--- src/rtl/fetch_queue.sv ---
// Instruction buffer between fetch and decode: DEPTH-entry circular FIFO with valid/ready on both sides.
// Optional macro IFQ_STALL_CNT_EN adds a saturating fetch-stall counter output.
module fetch_queue #(
    parameter int          DEPTH     = 2,
    parameter logic [15:0] NOP_INSTR = 16'h0800
) (
    input  logic        clk,
    input  logic        rst,
    input  logic        f_valid,
    input  logic [15:0] f_instr,
    input  logic [15:0] f_pc,
    input  logic [15:0] f_pcPlusTwo,
    output logic        f_ready,
    output logic        d_valid,
    output logic [15:0] d_instr,
    output logic [15:0] d_pc,
    output logic [15:0] d_pcPlusTwo,
    input  logic        d_ready,
    input  logic        flush
`ifdef IFQ_STALL_CNT_EN
    ,
    output logic [15:0] stall_cnt
`endif
);

    localparam int               PTR_W    = (DEPTH > 1) ? $clog2(DEPTH) : 1;
    localparam logic [PTR_W:0]   FULL_CNT = (PTR_W + 1)'(DEPTH);
    localparam logic [PTR_W:0]   CNT_ONE  = (PTR_W + 1)'(1);
    localparam logic [PTR_W-1:0] PTR_ONE  = PTR_W'(1);

    logic [15:0] mem_instr      [DEPTH];
    logic [15:0] mem_pc         [DEPTH];
    logic [15:0] mem_pcPlusTwo  [DEPTH];

    logic [PTR_W-1:0] wr_ptr;
    logic [PTR_W-1:0] rd_ptr;
    logic [PTR_W:0]   count;
    logic             enq;
    logic             deq;

    assign f_ready = (count != FULL_CNT);
    assign d_valid = (count != '0);
    assign enq     = f_valid & f_ready & ~flush;
    assign deq     = d_valid & d_ready & ~flush;

    // Storage is deliberately left out of reset; count gates every read of it.
    always_ff @(posedge clk) begin
        if (enq) begin
            mem_instr[wr_ptr]     <= f_instr;
            mem_pc[wr_ptr]        <= f_pc;
            mem_pcPlusTwo[wr_ptr] <= f_pcPlusTwo;
        end
    end

    always_ff @(posedge clk or negedge rst) begin
        if (!rst) begin
            wr_ptr <= '0;
            rd_ptr <= '0;
            count  <= '0;
        end else if (flush) begin
            wr_ptr <= '0;
            rd_ptr <= '0;
            count  <= '0;
        end else begin
            if (enq) begin
                wr_ptr <= wr_ptr + PTR_ONE;
            end
            if (deq) begin
                rd_ptr <= rd_ptr + PTR_ONE;
            end
            if (enq && !deq) begin
                count <= count + CNT_ONE;
            end else if (deq && !enq) begin
                count <= count - CNT_ONE;
            end
        end
    end

    always_comb begin
        d_instr     = NOP_INSTR;
        d_pc        = 16'h0000;
        d_pcPlusTwo = 16'h0000;
        if (d_valid) begin
            d_instr     = mem_instr[rd_ptr];
            d_pc        = mem_pc[rd_ptr];
            d_pcPlusTwo = mem_pcPlusTwo[rd_ptr];
        end
    end

`ifdef IFQ_STALL_CNT_EN
    // Counts cycles where fetch is held off by a full queue; survives flush.
    always_ff @(posedge clk or negedge rst) begin
        if (!rst) begin
            stall_cnt <= 16'h0000;
        end else if (f_valid && !f_ready && !flush && stall_cnt != 16'hFFFF) begin
            stall_cnt <= stall_cnt + 16'h0001;
        end
    end
`endif

endmodule
--- config.mk ---
export PLATFORM = sky130hd
export DESIGN_NAME = fetch_queue
export DESIGN_NICKNAME = d
export VERILOG_FILES = /design/src/rtl/fetch_queue.sv
export SDC_FILE = /design/constraint.sdc
export NUM_CORES = 1
export LEC_CHECK = 0
export ABC_AREA = 1
export BUFFER_PORTS_ARGS = -buffer_cell sky130_fd_sc_hd__buf_2
export CAP_MARGIN = 30
export CELL_PAD_IN_SITES_DETAIL_PLACEMENT = 0
export CELL_PAD_IN_SITES_GLOBAL_PLACEMENT = 1
export CORE_MARGIN = 2
export CORE_UTILIZATION = 37
export CTS_CLUSTER_SIZE = 25
export DETAILED_ROUTE_END_ITERATION = 8
export PLACE_DENSITY_LB_ADDON = 0.1
export SYNTH_ARGS = -nofsm -noshare
export SYNTH_HDL_FRONTEND = slang
export SYNTH_SLANG_ARGS = --single-unit
--- constraint.sdc ---
create_clock -name clk -period 3.2 [get_ports clk]
set_clock_uncertainty 0.05 [all_clocks]
set_input_delay 0.16 -clock clk [delete_from_list [all_inputs] [get_ports clk]]
set_output_delay 0.16 -clock clk [all_outputs]
set_load 0.05 [all_outputs]
==> impl_results.md <==
* Worst rel slew slack at 0.401
* Register clock-pin slew on the reported worst setup and hold paths at 0.09 ns
* Max Cap Viol at 0
* Endpoint of the lowest-slack register-to-register path: mem_pcPlusTwo[0][15]
* Setup TNS Final at 0 ns
* Number of core rows at 37
* Residual DRC count at 0
* Number of distinct library cell variants in the gate-level netlist after synthesis at 18
* Minimum clock period after layout at 2.27 ns
* Pwr Density at 659 nW/um^2
* Reg-to-Reg Start: count[0]
* Number of optimization iterations in the first detailed-route pass at 4
* Maximum vdd ir drop at between 300 and 400 uV
* Switching component of the power at 1.34 mW
* Clock sink count at 100
* Global router's overall resource usage at 0.155
* Unrepaired setup endpoints after global routing: false
* Violation count after the first detailed-routing iteration at 145
* Portion of total power attributed to sequential cells at 0.454
* Largest cells by area after synthesis: sky130_fd_sc_hd__edfxtp_1 75%, sky130_fd_sc_hd__nand2_1 11%, sky130_fd_sc_hd__a21oi_1 6.4%
* Post-layout instance count excluding filler cells at between 500 and 600
* Fill cells at 940
* Detailed Place HPWL at 4960 um
* Final-report max-slew violation count at 0
* Internal reg-to-reg setup slack at 1.27 ns
* TritonCTS clock tree: done
* Number of cells after detailed placement at 524
* Wirelength per Cell at 14.0 um
* Initial antenna violation count at 0
* Buffer levels on the longest clock path at 2
* Least-Margin Pin Slew at 0.899 ns
* Placer Congestion at 0.837
* CP Data Required Time at between 2 and 3 ns
* Core area at 10200 sq um
* Post-cts repair resize count at 0
* Endpoint kind of the worst setup timing path: primary output
* Effective utilization at floorplan at 0.376
* Number of buffers created by CTS at 9
* Buffer type at the clock tree root: sky130_fd_sc_hd__clkbuf_8
* Min-Delay Startpoint: flush
* Total detailed-routing wirelength at 8230 um
* Share of total power in combinational logic at 0.336
* Pre-CTS setup slack at 1.24 ns
* CP Launch Type: flip-flop
* Destination of the worst hold path: count[0]
* Source-to-sink clock delay at the later pin of the worst-skew pair at 0.35 ns
* Vias in the first global route at 2577
* Number of instances in the synthesized netlist at 296
* Post-Syn Nets at 349
* Pin count of the biggest net entering global routing at 51
* Average vias per placed instance at 4.47
* Count of input and output buffers at just over 100
* Flip-flop and latch count after synthesis at 100
* Count of final setup violators at 0
* Sequential element share of the synthesized area at 0.779
* Final worst path period share at 0.708
* Internal Power at 2.07 mW
* Final critical-path setup slack at 0.933 ns
* Area growth from synthesis to layout at 35.3%
* Floorplan die height at roughly 110 um
* Fraction of final layout cells sized beyond drive strength 1 at 0.299
* Average cell area after synthesis at 12.9 sq um
* Via Count at 2629
* Hold violation count in the final report at 0
* Critical Path AT at ~2.1 ns
* Final nets at approximately 500
* Global-route wire length before repair at 13000 um
* Static leakage power at 2.09 nW
* Total congestion overflow at 0
* Clock share of power at 0.210
* Area of the mapped netlist at 3830 sq um
* H-Tree Depth at 3
* Antenna cell count at 0
* CP Max Fanout at 50
* Die area at 11200 sq um
* Number of warning messages in the yosys log at 0
* Result of the run: finished clean
* Die width at 106 um
* Count of pins on the block boundary at 103
* Cell count of the worst reg-to-reg path at 5
* ANT nets after route at 0
* Tightest Hold Check Type: input pin to flip-flop
* WHS Path Cells at 4
* Switch share at 0.394
* Yosys top cell area share at 0.753
* Highest clock frequency the design can meet at 441 MHz
* Critical path class: flip-flop to primary output
* Yosys top cell by area: sky130_fd_sc_hd__edfxtp_1
* Buffers inserted by post-CTS timing repair at 0
[worst max-delay path: stages, from the launching register on]
cell	delay, ns
sky130_fd_sc_hd__dfrtp_2	0.41
sky130_fd_sc_hd__inv_2	0.63
sky130_fd_sc_hd__nand2_1	0.10
sky130_fd_sc_hd__a21oi_1	0.23
sky130_fd_sc_hd__buf_2	0.30
[flip-flops by register name (all words and copies together), names as in the netlist]
name,cells
count,2
wr_ptr,1
mem_instr,32
mem_pcPlusTwo,32
rd_ptr,1
mem_pc,32
[synthesized netlist by cell type]
master and n:
sky130_fd_sc_hd__nand2_2 2, sky130_fd_sc_hd__inv_1 4, sky130_fd_sc_hd__o21ai_0 1, sky130_fd_sc_hd__clkbuf_1 6
sky130_fd_sc_hd__inv_2 2, sky130_fd_sc_hd__nand3_2 1, sky130_fd_sc_hd__clkinv_2 1, sky130_fd_sc_hd__edfxtp_1 96
sky130_fd_sc_hd__nor2_1 5, sky130_fd_sc_hd__buf_2 8, sky130_fd_sc_hd__a21oi_2 1, sky130_fd_sc_hd__nand2_1 110
sky130_fd_sc_hd__nand2_4 2, sky130_fd_sc_hd__o22ai_1 1, sky130_fd_sc_hd__dfrtp_1 4, sky130_fd_sc_hd__buf_1 1
sky130_fd_sc_hd__nand3_1 2, sky130_fd_sc_hd__a21oi_1 49
[how the worst max path moves through the flow]
stage	startpoint	to	slack, ns
2_1_floorplan	count[0]	mem_instr[1][0]	0.63
3_3_place_gp	count[0]	mem_pcPlusTwo[1][4]	1.24
3_5_place_dp	rd_ptr	d_pcPlusTwo[14]	1.24
4_1_cts	rd_ptr	d_pcPlusTwo[14]	0.84
5_1_grt	rd_ptr	d_pc[8]	0.73
6_report	rd_ptr	d_pc[7]	0.93
[power groups by stage]
stage	sequential, mW	clock (mW)	combinational, mW
floorplan	1.58	0	0.825
global placement	1.58	0	1.12
detailed placement	1.58	0	1.12
CTS	1.55	0.743	1.17
global route	1.56	0.807	1.23
finish	1.55	0.716	1.15
[area by class of cell]
cell class                 instances  area [sq um]  area share
clock buffer                       9           124      0.0239
clock inverter                     6          47.5     0.00918
inverter                           7          27.5     0.00532
multi-input combinational        174           774       0.150
sequential                       100          2980       0.576
tap                              136           170      0.0329
timing repair buffer             156          1050       0.203
[repair_timing]
action | CTS | global route
hold buffers | 49 | 0
hold endpoints to repair | 100 | 0
setup endpoints to repair | 0 | 0
[stage by stage]
stage	util	power, mW	instance area [sq um]	hold WS [ns]
after floorplan	-	2.40	3830	-0.186
after global placement	0.443	2.70	4520	-0.0744
after detailed placement	0.443	2.70	4520	-0.0717
after CTS	0.508	3.46	5180	0.0124
after global routing	0.508	3.60	5180	0.0441
final	0.508	3.41	5180	0.0274
[kinds of logic (layout without fill, tap and decap cells)]
family	Yosys count	count (layout)	share of synthesized area
AND/OR/NAND/NOR	122	122	0.127
AO/OA/AOI/OAI	52	52	0.0693
flip-flops	100	100	0.779
buffers and inverters	22	178	0.0245
[metal layers]
metal,wire [um],up-vias,part of all wire,track usage
met3,331,10,0.040,0.0278
met4,131,0,0.016,0.0592
met5,0,-,0,0
li1,-,1328,-,-
met1,3900,1219,0.47,0.213
met2,3870,72,0.47,0.245
[cell usage in the layout, fill, tap and decap left out]
master and n:
sky130_fd_sc_hd__inv_8 1, sky130_fd_sc_hd__a21oi_2 1, sky130_fd_sc_hd__clkinv_2 1, sky130_fd_sc_hd__clkinvlp_4 2
sky130_fd_sc_hd__clkbuf_8 9, sky130_fd_sc_hd__inv_6 2, sky130_fd_sc_hd__inv_1 3, sky130_fd_sc_hd__nand2_4 2
sky130_fd_sc_hd__nand3_2 1, sky130_fd_sc_hd__nand2_1 110, sky130_fd_sc_hd__inv_2 3, sky130_fd_sc_hd__nor2_4 3
sky130_fd_sc_hd__dfrtp_1 3, sky130_fd_sc_hd__nand2_2 2, sky130_fd_sc_hd__nand3_1 2, sky130_fd_sc_hd__nor2_1 2
sky130_fd_sc_hd__dlygate4sd3_1 49, sky130_fd_sc_hd__dfrtp_2 1, sky130_fd_sc_hd__buf_2 102, sky130_fd_sc_hd__o21ai_0 1
sky130_fd_sc_hd__clkinv_1 1, sky130_fd_sc_hd__o22ai_1 1, sky130_fd_sc_hd__buf_4 4, sky130_fd_sc_hd__edfxtp_1 96
sky130_fd_sc_hd__buf_12 1, sky130_fd_sc_hd__a21oi_1 49
Power figures use the tool's default switching activity.
